==> config.mk <==
export PLATFORM = sky130hd
export DESIGN_NAME = can_crc_engine_flat
export DESIGN_NICKNAME = d
export VERILOG_FILES = /design/src/rtl/can_crc_engine_pkg.sv /design/src/rtl/can_crc_engine_if.sv /design/src/rtl/can_crc_engine_step.sv /design/src/rtl/can_crc_engine.sv /design/src/flat_wrapper.sv
export SDC_FILE = /design/constraint.sdc
export NUM_CORES = 1
export LEC_CHECK = 0
export CAP_MARGIN = 20
export CORE_MARGIN = 5
export CORE_UTILIZATION = 35
export DETAILED_ROUTE_END_ITERATION = 6
export MAX_ROUTING_LAYER = met4
export PLACE_DENSITY_LB_ADDON = 0.15
export SETUP_SLACK_MARGIN = 0.02
export SYNTH_ARGS = -nofsm -noshare
export SYNTH_HDL_FRONTEND = slang
export SYNTH_SLANG_ARGS = --single-unit
==> constraint.sdc <==
create_clock -name clk -period 2.3 [get_ports clk]
set_input_delay 0.575 -clock clk [delete_from_list [all_inputs] [get_ports clk]]
set_output_delay 0.575 -clock clk [all_outputs]
set_load 0.02 [all_outputs]
==> src/rtl/can_crc_engine_pkg.sv <==
// rtl/can_crc_engine_pkg.sv - shared FSM state type and CAN CRC-15/17/21 constants
package can_crc_engine_pkg;

  typedef enum logic [1:0] {
    ST_IDLE,
    ST_CALC,
    ST_SEND,
    ST_CHECK
  } state_e;

  localparam int          CRC15_W    = 15;
  localparam logic [14:0] CRC15_POLY = 15'h4599;
  localparam logic [14:0] CRC15_INIT = 15'h0000;

  localparam int          CRC17_W    = 17;
  localparam logic [16:0] CRC17_POLY = 17'h1685B;
  localparam logic [16:0] CRC17_INIT = 17'h10000;

  localparam int          CRC21_W    = 21;
  localparam logic [20:0] CRC21_POLY = 21'h102899;
  localparam logic [20:0] CRC21_INIT = 21'h100000;

endpackage

==> src/rtl/can_crc_engine_if.sv <==
// rtl/can_crc_engine_if.sv - frame control, serial data and CRC result bundle
interface can_crc_engine_if #(
  parameter int CRC_W = 15
) ();

  logic             start;
  logic             mode_rx;
  logic             din;
  logic             din_vld;
  logic             din_last;
  logic             tx_rdy;
  logic [CRC_W-1:0] crc;
  logic             crc_done;
  logic             tx_bit;
  logic             tx_vld;
  logic             crc_ok;
  logic             crc_err;
  logic             busy;

  modport master (
    output start, mode_rx, din, din_vld, din_last, tx_rdy,
    input  crc, crc_done, tx_bit, tx_vld, crc_ok, crc_err, busy
  );

  modport slave (
    input  start, mode_rx, din, din_vld, din_last, tx_rdy,
    output crc, crc_done, tx_bit, tx_vld, crc_ok, crc_err, busy
  );

endinterface

==> src/rtl/can_crc_engine_step.sv <==
// rtl/can_crc_engine_step.sv - one serial CAN CRC LFSR step
module can_crc_step
  import can_crc_engine_pkg::*;
#(
  parameter int               CRC_W = CRC15_W,
  parameter logic [CRC_W-1:0] POLY  = CRC15_POLY
) (
  input  logic [CRC_W-1:0] crc_in,
  input  logic             din,
  output logic [CRC_W-1:0] crc_out
);

  logic nxt;

  assign nxt     = din ^ crc_in[CRC_W-1];
  assign crc_out = {crc_in[CRC_W-2:0], 1'b0} ^ (nxt ? POLY : '0);

endmodule

==> src/rtl/can_crc_engine.sv <==
// rtl/can_crc_engine.sv - CAN CRC generator/serialiser and receive checker
module can_crc_engine
  import can_crc_engine_pkg::*;
#(
  parameter int               CRC_W = CRC15_W,
  parameter logic [CRC_W-1:0] POLY  = CRC15_POLY,
  parameter logic [CRC_W-1:0] INIT  = '0
) (
  input logic              clk,
  input logic              rst,
  can_crc_engine_if.slave  bus
);

  localparam int               CNT_W    = $clog2(CRC_W + 1);
  localparam logic [CNT_W-1:0] CNT_LAST = CNT_W'(CRC_W - 1);

  state_e           state_q;
  logic [CRC_W-1:0] crc_q;
  logic [CRC_W-1:0] work_q;
  logic [CRC_W-1:0] step_in;
  logic [CRC_W-1:0] step_out;
  logic [CNT_W-1:0] cnt_q;
  logic             mode_q;
  logic             done_q;
  logic             tx_vld_q;
  logic             ok_q;
  logic             err_q;

  // work_q is the check remainder in CHECK and the transmit shift register in SEND
  assign step_in = (state_q == ST_CHECK) ? work_q : crc_q;

  can_crc_step #(
    .CRC_W (CRC_W),
    .POLY  (POLY)
  ) u_step (
    .crc_in  (step_in),
    .din     (bus.din),
    .crc_out (step_out)
  );

  always_ff @(posedge clk or posedge rst) begin
    if (rst) begin
      state_q  <= ST_IDLE;
      crc_q    <= '0;
      work_q   <= '0;
      cnt_q    <= '0;
      mode_q   <= 1'b0;
      done_q   <= 1'b0;
      tx_vld_q <= 1'b0;
      ok_q     <= 1'b0;
      err_q    <= 1'b0;
    end else begin
      done_q <= 1'b0;
      ok_q   <= 1'b0;
      err_q  <= 1'b0;
      if (bus.start) begin
        state_q  <= ST_CALC;
        crc_q    <= INIT;
        work_q   <= '0;
        cnt_q    <= '0;
        mode_q   <= bus.mode_rx;
        tx_vld_q <= 1'b0;
      end else begin
        unique case (state_q)
          ST_CALC: if (bus.din_vld) begin
            crc_q <= step_out;
            if (bus.din_last) begin
              work_q <= step_out;
              done_q <= 1'b1;
              if (mode_q) begin
                state_q <= ST_CHECK;
              end else begin
                state_q  <= ST_SEND;
                tx_vld_q <= 1'b1;
              end
            end
          end
          ST_SEND: if (bus.tx_rdy) begin
            work_q <= {work_q[CRC_W-2:0], 1'b0};
            if (cnt_q == CNT_LAST) begin
              state_q  <= ST_IDLE;
              tx_vld_q <= 1'b0;
              cnt_q    <= '0;
            end else begin
              cnt_q <= cnt_q + CNT_W'(1);
            end
          end
          ST_CHECK: if (bus.din_vld) begin
            work_q <= step_out;
            if (cnt_q == CNT_LAST) begin
              state_q <= ST_IDLE;
              cnt_q   <= '0;
              ok_q    <= (step_out == '0);
              err_q   <= (step_out != '0);
            end else begin
              cnt_q <= cnt_q + CNT_W'(1);
            end
          end
          default: ;
        endcase
      end
    end
  end

  assign bus.crc      = crc_q;
  assign bus.crc_done = done_q;
  assign bus.tx_vld   = tx_vld_q;
  assign bus.tx_bit   = tx_vld_q & work_q[CRC_W-1];
  assign bus.crc_ok   = ok_q;
  assign bus.crc_err  = err_q;
  assign bus.busy     = (state_q != ST_IDLE);

endmodule

==> src/flat_wrapper.sv <==
// flat-port wrapper written by rule: the top's interface ports become plain ports
module can_crc_engine_flat import can_crc_engine_pkg::*;
#(
  parameter int               CRC_W = CRC15_W,
  parameter logic [CRC_W-1:0] POLY  = CRC15_POLY,
  parameter logic [CRC_W-1:0] INIT  = '0
)
  (clk, rst, bus_start, bus_mode_rx, bus_din, bus_din_vld, bus_din_last, bus_tx_rdy, bus_crc, bus_crc_done, bus_tx_bit, bus_tx_vld, bus_crc_ok, bus_crc_err, bus_busy);
  can_crc_engine_if #(.CRC_W(CRC_W)) bus_i ();
  input logic clk;
  input logic rst;
  input wire logic [$bits(bus_i.start)-1:0] bus_start;
  input wire logic [$bits(bus_i.mode_rx)-1:0] bus_mode_rx;
  input wire logic [$bits(bus_i.din)-1:0] bus_din;
  input wire logic [$bits(bus_i.din_vld)-1:0] bus_din_vld;
  input wire logic [$bits(bus_i.din_last)-1:0] bus_din_last;
  input wire logic [$bits(bus_i.tx_rdy)-1:0] bus_tx_rdy;
  output wire logic [$bits(bus_i.crc)-1:0] bus_crc;
  output wire logic [$bits(bus_i.crc_done)-1:0] bus_crc_done;
  output wire logic [$bits(bus_i.tx_bit)-1:0] bus_tx_bit;
  output wire logic [$bits(bus_i.tx_vld)-1:0] bus_tx_vld;
  output wire logic [$bits(bus_i.crc_ok)-1:0] bus_crc_ok;
  output wire logic [$bits(bus_i.crc_err)-1:0] bus_crc_err;
  output wire logic [$bits(bus_i.busy)-1:0] bus_busy;
  assign bus_i.start = bus_start;
  assign bus_i.mode_rx = bus_mode_rx;
  assign bus_i.din = bus_din;
  assign bus_i.din_vld = bus_din_vld;
  assign bus_i.din_last = bus_din_last;
  assign bus_i.tx_rdy = bus_tx_rdy;
  assign bus_crc = bus_i.crc;
  assign bus_crc_done = bus_i.crc_done;
  assign bus_tx_bit = bus_i.tx_bit;
  assign bus_tx_vld = bus_i.tx_vld;
  assign bus_crc_ok = bus_i.crc_ok;
  assign bus_crc_err = bus_i.crc_err;
  assign bus_busy = bus_i.busy;
  can_crc_engine #(.CRC_W(CRC_W), .POLY(POLY), .INIT(INIT)) u_core (.clk(clk), .rst(rst), .bus(bus_i));
endmodule
==> results by stage, run 1 <==
Floorplan:
- The core outline area is ~0.0060 mm2.
- The initial utilization of the core area, before any placement, comes to between 30% and 40%.
- The number of placement rows is 28.
- Measured along the x axis, the die boundary spans ~89 um.
- The die covers ~0.008 mm2.
- The die is around 89 um tall.
- Pin placement for this block handled 29 I/O pins.

Logic synthesis:
- Among all flip-flop cells after synthesis, the most frequent one is sky130_fd_sc_hd__dfrtp_1.
- The number of enable-type register cells in the synthesized netlist is 0.
- Synthesis produced a netlist whose cell count is 232.
- The sequential element share of the synthesized area is a little under half.
- Of all cell types, the one taking the most synthesized area is sky130_fd_sc_hd__dfrtp_1.
- The share of synthesized flip-flops with an asynchronous set or reset is 100%.
- The area of the mapped netlist is about 0.0022 mm2.
- During synthesis, Yosys emitted a total of 0 warnings.
- The portion of synthesized cell area occupied by the leading cell type is between 40 and 50%.
- A synthesized cell averages between 9 and 10 um2.
- Synthesis instantiated 40 different standard cells from the library.
- The number of synthesized register bits is a little over 40.
- Ranked by total cell area, the synthesized netlist is headed by sky130_fd_sc_hd__dfrtp_1 47%, sky130_fd_sc_hd__mux2i_1 6.4%, sky130_fd_sc_hd__nand2_1 6.2%.
- The total nets after synthesis is between 200 and 250.

CTS:
- For this design, the sink count on the clock tree is 41.
- Buffers added to address setup during post-CTS repair amount to 0.
- At the later pin of the worst-skew pair, clock insertion delay measures 0.29 ns.
- The deepest clock path buffer count is 2.
- Counting the buffers created by CTS gives 5.
- Hold repair after CTS inserted 0 buffers.
- The clock tree from TritonCTS is yes.
- The total number of H-tree levels is 2.
- The master cell of the clock root buffer is sky130_fd_sc_hd__clkbuf_8.
- After clock tree synthesis, the repair step resized 0 gates.
- The clock-pin slew on the worst setup and hold paths is roughly 0.09 ns.

Worst hold path:
- The number of cells on the worst hold path is 2.
- The worst min-delay path category is reg -> reg.
- In this run the most critical hold path is launched from u_core.work_q[12]$_DFFE_PP0P_.
- The end of the worst hold path is u_core.work_q[12]$_DFFE_PP0P_.

Detailed routing:
- The routed wire length on met3 is roughly 150 um.
- For this run, the detailed router's first-pass iteration total came to 4.
- The top layer reached by signal wires is met4.
- In the final routed layout, each cell accounts on average for 16.2 um.
- The post-detailed-route via-to-cell ratio is about 5.2.
- The count of nets left with antenna violations once routing finished came out at 0.
- The length of routed met2 wiring is ~2500 um.
- The starting DRC count in detailed routing is 113.
- After detailed routing, the number of remaining DRC violations is 0.
- The routed wire length is 5540 um.
- The final route contains ~1800 vias.
- After detailed routing, the wire length on met1 is 2840 um.

STA:
- The final critical-path required period is 2.13 ns.
- The headroom to the max-slew limit is a little under three fifths.
- The slew at the pin closest to its max-slew limit is between 0.6 and 0.7 ns.
- Setup repair after global routing left no endpoint under its margin.
- The post-route worst hold slack is approximately 0.52 ns.
- The final count of pins violating max slew was 0.
- The final-report hold violation count came to 0.
- For the final database, setup skew stands at about 0.010 ns.
- Static timing analysis puts the maximum clock frequency at approximately 470 MHz.
- The final critical path takes up between 90% and 100% of the cycle.
- Setup violations remaining at the end of the flow were counted as 0.

Setup path:
- The largest single stage delay on the critical path is 0.54 ns.
- For this design, the slowest cell found on the critical path is sky130_fd_sc_hd__clkdlybuf4s50_1.
- The worst register-to-register path ends at u_core.work_q[10]$_DFFE_PP0P_.
- The setup check on the worst reg-to-reg path leaves a slack of 0.32 ns.
- The launching point of the worst reg2reg path is u_core.state_q[1]$_DFFE_PP0P_.
- The number of buffers and inverters on the critical path is 1.
- Along the worst path, the maximum fanout reaches 4.
- STA classifies the critical path endpoint as a primary output.
- Walking the worst path, the cells encountered are or2_2, clkdlybuf4s50_1.
- The kind of cell with the highest combined delay along the critical path is buffers and inverters.
- The category of the critical setup timing path is reg -> out.
- The worst register-to-register path has a depth of 5.
- The worst setup path is launched from a flop.
- The required time reported for the critical path endpoint is about 1.7 ns.
- The arrival time at the worst endpoint is between 1.5 and 2 ns.

GRT:
- Global routing used ~16% of the available tracks across all layers.
- The overall overflow remaining after global route is 0.
- The number of antenna violations at the first check in global routing is 0.
- The global-route wire length before repair is between 9000 and 10000 um.
- The number of global-route vias before repair is 1783.
- The maximum number of pins on one net before global-route repair is 42.

Finish:
- The most common cell after layout, fill and taps aside is sky130_fd_sc_hd__dfrtp_1.
- The final net count is ~280.
- The antenna diode instance count is 0.
- Once layout is done, the placed cells without fillers occupy 0.00272 mm2.
- Leaving out fill and tap cells, the most frequent cells in the layout are 41 x sky130_fd_sc_hd__dfrtp_1, 36 x sky130_fd_sc_hd__nand2_1, 28 x sky130_fd_sc_hd__clkdlybuf4s50_1.
- Of the cells placed in the final design, the portion with a size suffix greater than 1 is a little over a tenth.
- The area growth from synthesis to layout is 24.8%.

Run status:
- The run finished with clean final reports.

Placement:
- The routability congestion estimate from global placement is between 0.8 and 0.9.
- The number of port buffers is 28.
- The post-place instance area is ~0.0026 mm2.
- Summed over all nets, the half-perimeter wirelength after detailed placement is between 3000 and 4000 um.

Power and ir drop:
- The peak ir drop on the vdd network is about 0.42 mV.
- For this design the total switching power over the nets is between 0.6 and 0.7 mW.
- The power density of the placed cells is between 800 and 900 mW/mm2.
- Per report_power, the combinational group accounts for 27.1% of the total.
- Registers are responsible for approximately two fifths of the overall power.
- Summed over all cells, the static leakage comes to about 1.1 nW.
- The internal cell power is between 1.5 and 2 mW.
- The share of power burned in the clock network is a little under a third.
- Net switching is between 30% and 40% of the power.

Run:
- The number of maximum-capacitance constraint violations is 0.
cell usage after synthesis (3+ instances only):
cell type / n
sky130_fd_sc_hd__dfrtp_1: 41
sky130_fd_sc_hd__nand2_1: 36
sky130_fd_sc_hd__a21oi_1: 18
sky130_fd_sc_hd__mux2i_1: 14
sky130_fd_sc_hd__nor2_1: 13
sky130_fd_sc_hd__and2_1: 9
sky130_fd_sc_hd__o31ai_1: 9
sky130_fd_sc_hd__clkbuf_1: 8
sky130_fd_sc_hd__o21ai_0: 8
sky130_fd_sc_hd__a211oi_1: 7
sky130_fd_sc_hd__nand3b_1: 7
sky130_fd_sc_hd__o21ai_1: 6
sky130_fd_sc_hd__xor2_1: 6
sky130_fd_sc_hd__a221oi_1: 5
sky130_fd_sc_hd__nor4_1: 4
sky130_fd_sc_hd__buf_1: 3
sky130_fd_sc_hd__buf_2: 3
sky130_fd_sc_hd__inv_1: 3
sky130_fd_sc_hd__nor3_1: 3
sky130_fd_sc_hd__or2_2: 3
worst max-delay path by stage:
| stage | start | endpoint | slack (ns) | cells past startpoint |
|---|---|---|---|---|
| after CTS | u_core.state_q[0]$_DFFE_PP0P_ | bus_busy | 0.16 | 2 |
| after floorplan | bus_din | u_core.work_q[14]$_DFFE_PP0P_ | 0.39 | 7 |
| after global placement | bus_din | u_core.work_q[4]$_DFFE_PP0P_ | -0.03 | 5 |
| final | u_core.state_q[0]$_DFFE_PP0P_ | bus_busy | 0.17 | 2 |
| after detailed placement | bus_din | u_core.work_q[10]$_DFFE_PP0P_ | -0.04 | 5 |
| after global routing | bus_din | u_core.work_q[10]$_DFFE_PP0P_ | 0.08 | 5 |
worst min-delay path, stage by stage (launching register included):
cell and delay, ns:
sky130_fd_sc_hd__dfrtp_1 0.37, sky130_fd_sc_hd__nand2_1 0.06, sky130_fd_sc_hd__o31ai_1 0.06
layer usage:
metal  vias to the layer above  GRT usage, %
li1                        886             -
met1                       877          22.6
met2                        25          23.1
met3                         5          2.86
met4                         0          4.06
met5                         -             -
power by group through the flow:
stage                     Sequential [mW]  Clock (mW)  Combinational (mW)
after detailed placement            0.923           0               0.597
after global routing                0.926       0.734               0.659
after global placement              0.923           0               0.597
after CTS                           0.911       0.708               0.602
after floorplan                     0.926           0               0.384
final                               0.910       0.697               0.597
kinds of logic (layout without fill, tap and decap cells):
kind of cell / Yosys count / count (layout) / share of synthesized area, %
AOI/OAI and AO/OA: 61 / 61 / 18.2
xor gates and xnor gates: 7 / 7 / 2.81
adders and majority gates: 2 / 2 / 1.15
buffers and inverters: 19 / 54 / 4.13
DFF: 41 / 41 / 47.0
and+or+nand+nor: 87 / 87 / 19.7
muxes: 15 / 15 / 6.94
stage by stage:
stage	instances	setup TNS, ns	setup WS (ns)	power (mW)	util [%]
after floorplan	232	0	0.393	1.31	-
after global placement	334	-0.159	-0.0319	1.52	43.2
after detailed placement	334	-0.124	-0.0418	1.52	43.2
after CTS	342	0	0.157	2.22	45.4
after global routing	342	0	0.0799	2.32	45.4
final	342	0	0.175	2.20	45.4
registers in the layout, indices dropped and copies added, names as in the netlist:
register and cells:
u_core.bus.crc 15, u_core.bus.crc_done 1, u_core.bus.crc_err 1, u_core.bus.crc_ok 1, u_core.bus.tx_vld 1, u_core.cnt_q 4, u_core.mode_q 1, u_core.state_q 2
u_core.work_q 15
cell type report:
type / instances / area (um2)
Inverter: 3 / 11.3
Sequential cell: 41 / 1030
Multi-Input combinational cell: 172 / 1060
Tap cell: 75 / 93.8
Timing Repair Buffer: 43 / 393
Fill cell: 582 / 3270
Clock buffer: 5 / 68.8
Clock inverter: 3 / 65.1
(Power assumes the default switching activity.)
==> run 2, diff against run 1 <==
--- a/config.mk
+++ b/config.mk
@@ -7,7 +7,7 @@
 export LEC_CHECK = 0
 export CAP_MARGIN = 20
 export CORE_MARGIN = 5
-export CORE_UTILIZATION = 35
+export CORE_UTILIZATION = 54
 export DETAILED_ROUTE_END_ITERATION = 6
 export MAX_ROUTING_LAYER = met4
 export PLACE_DENSITY_LB_ADDON = 0.15
==> results by stage, run 2 (synthesized netlist as in run 1, its figures left out) <==
Detailed routing:
- The post-route antenna net violation count is 0 (unchanged).
- The DRC violation count after routing is 0 (unchanged).
- The starting DRC count in detailed routing is 159 (+41%).
- The average wire length per cell after detail routing is 16.6 um (+2.4%).
- The post-detailed-route via-to-cell ratio is 5.77 (+10%).
- The routed wire length was 5210 um (-6.0%).
- The length of the first detailed-routing pass in iterations was 4 (unchanged).
- The routed via count is 1812 (+1.1%).

Finish:
- The antenna diode instance count is 0 (unchanged).
- In the layout the commonest cells are 41 x sky130_fd_sc_hd__dfrtp_1, 36 x sky130_fd_sc_hd__nand2_1, 28 x sky130_fd_sc_hd__clkdlybuf4s50_1.
- The area growth from synthesis to layout is 21.2%.
- The post-route cell area is 0.00264 mm2 (-2.9%).
- The share of cells above drive strength 1 is 9.47% (-1.4 points).
- The post-route core utilization is 66.5% (+21 points).
- The final net count is 273 (-1.1%).
- Leaving out fill and tap cells, the most frequent cell in the layout is sky130_fd_sc_hd__dfrtp_1.

Setup path:
- The arrival time at the worst endpoint was 1.56 ns (about the same).
- In this run the critical register-to-register path is launched from u_core.state_q[1]$_DFFE_PP0P_.
- The worst-case register-to-register setup slack is 0.34 ns (+0.02 ns).
- The number of cell instances on the worst register-to-register path was 6 (+1).
- The startpoint class of the critical path is a flop.
- The maximum fanout along the worst path is 5 (+1).
- The required time reported for the critical path endpoint is 1.73 ns (about the same).
- The category of the critical setup timing path is reg -> out.
- STA classifies the critical path endpoint as a primary output.
- The worst reg2reg path endpoint is u_core.work_q[7]$_DFFE_PP0P_.

CTS:
- The deepest clock path buffer count is 2 (unchanged).
- The number of buffers created by CTS is 5 (unchanged).
- The clock-pin slew on the worst setup and hold paths came to 0.07 ns (-0.02 ns).
- The TritonCTS sink count was 41 (unchanged).
- The number of post-CTS setup repair buffers came to 0 (unchanged).
- The hold buffer count at CTS came to 0 (unchanged).
- In this run the clock root is driven by a sky130_fd_sc_hd__clkbuf_8.
- TritonCTS built the clock tree.
- The total number of H-tree levels is 2 (unchanged).
- The later-pin clock latency in the skew report is 0.29 ns (about the same).
- The post-CTS resize count is 0 (unchanged).

STA:
- The final count of pins violating max slew is 0 (unchanged).
- The worst setup slack after layout is 0.160 ns (-0.0143 ns).
- Setup repair after global routing left no endpoint under its margin.
- The total negative slack for setup checks is 0 ns (unchanged).
- The post-route clock period utilization came to 93.0% (+0.62 points).
- The post-route worst hold slack is 0.509 ns (-0.0114 ns).
- The headroom to the max-slew limit came to 65.1% (+8.0 points).
- The final critical-path required period is 2.14 ns (+0.0143 ns).
- The number of setup violations in the final report is 0 (unchanged).
- The final-report hold violation count was 0 (unchanged).
- The final clock skew is 0.00779 ns (-0.00255 ns).
- The slew at the pin closest to its max-slew limit was 0.524 ns (-0.119 ns).
- The timing-limited maximum frequency is 467 MHz (-0.67%).

GRT:
- The number of antenna violations at the first check in global routing is 0 (unchanged).
- The met2 usage in global routing is 33.0% (+9.9 points).
- The aggregate global-route resource usage is 22.2% (+6.5 points).
- The met1 track demand over resource in global routing was 31.8% (+9.2 points).
- The global-route wire length before repair came to 8980 um (-3.6%).
- The overall overflow remaining after global route is 0 (unchanged).
- The met3 usage is 3.42% (+0.56 points).
- The number of global-route vias before repair is 1778 (-0.28%).
- The most congested layer reported by global routing is met2.
- The maximum number of pins on one net before global-route repair was 42 (unchanged).

Run:
- The number of maximum-capacitance constraint violations is 0 (unchanged).

Floorplan:
- The width of the die came to 73.6 um (-17%).
- The number of placement rows is 23 (-18%).
- The core outline area is 0.00397 mm2 (-34%).
- The y dimension of the die came to 73.6 um (-17%).
- The die area is 0.00541 mm2 (-32%).
- The initial core utilization came to 54.9% (+19 points).
- The I/O pin total is 29 (unchanged).

Placement:
- The post-place instance area is 0.00256 mm2 (-1.1%).
- The number of port buffers is 28 (unchanged).
- The routability congestion estimate from global placement was 0.862 (+4.7%).
- The half-perimeter wire length of the detailed placement result is 3620 um (-6.8%).
- The post-place setup slack is 0.0671 ns (+0.109 ns).

Power and ir drop:
- The peak ir drop on the vdd network is 0.433 mV (+3.3%).
- The leakage component of the power is 1.12 nW (-2.5%).
- The power density of the placed cells came to 746 mW/mm2 (-7.8%).

Worst hold path:
- The start point of the worst min-delay path is u_core.work_q[11]$_DFFE_PP0P_.
- The number of cells on the worst hold path was 2 (unchanged).
- The min-delay analysis places its worst path in the category reg -> reg.
- The path with the worst hold slack has its endpoint at u_core.work_q[11]$_DFFE_PP0P_.

Run status:
- The flow ran to the end, and the final reports show no timing, DRC or antenna violations.
run 2: cell count changes in the layout (fill, tap and decap cells not counted):
cell                        before  now
sky130_fd_sc_hd__buf_4          15   10
sky130_fd_sc_hd__buf_12          0    2
sky130_fd_sc_hd__bufinv_16       2    0
sky130_fd_sc_hd__clkinv_2        1    2
sky130_fd_sc_hd__clkbuf_1        0    1
run 2: cell type report:
class	instances	area, um2
clock inverter	2	10.0
multi-input combinational	172	1060
inverter	3	11.3
tap	50	62.6
sequential	41	1030
fill	334	1330
timing repair buffer	40	395
clock buffer	6	72.6
run 2: critical path: stages (launching register included):
cell                              delay [ns]
sky130_fd_sc_hd__dfrtp_1                0.44
sky130_fd_sc_hd__or2_2                  0.31
sky130_fd_sc_hd__clkdlybuf4s50_1        0.54
run 2: how the worst max path moves through the flow:
| stage | startpoint | to | slack, ns | cells after the start |
|---|---|---|---|---|
| 2_1_floorplan | bus_din | u_core.work_q[14]$_DFFE_PP0P_ | 0.39 | 7 |
| 3_3_place_gp | bus_din | u_core.work_q[4]$_DFFE_PP0P_ | 0.09 | 6 |
| 3_5_place_dp | bus_din | u_core.work_q[7]$_DFFE_PP0P_ | 0.07 | 6 |
| 4_1_cts | u_core.state_q[0]$_DFFE_PP0P_ | bus_busy | 0.15 | 2 |
| 5_1_grt | u_core.state_q[0]$_DFFE_PP0P_ | bus_busy | 0.12 | 2 |
| 6_report | u_core.state_q[0]$_DFFE_PP0P_ | bus_busy | 0.16 | 2 |
run 2: stage by stage:
stage / cells / total power, mW
floorplan: 232 / 1.31
global placement: 306 / 1.51
detailed placement: 306 / 1.53
CTS: 314 / 1.98
global route: 314 / 2.09
finish: 314 / 1.97
run 2: per-layer routing:
layer / share of wire [%] / vias up
met3: 3.8 / 5
li1: - / 882
met4: 1.0 / 0
met5: 0 / -
met2: 47 / 47
met1: 48 / 878
run 2: power by group:
group / total [mW] / internal, mW / switching (mW)
logic: 0.603 / 0.270 / 0.333
registers: 0.913 / 0.812 / 0.100
clock network: 0.457 / 0.211 / 0.246
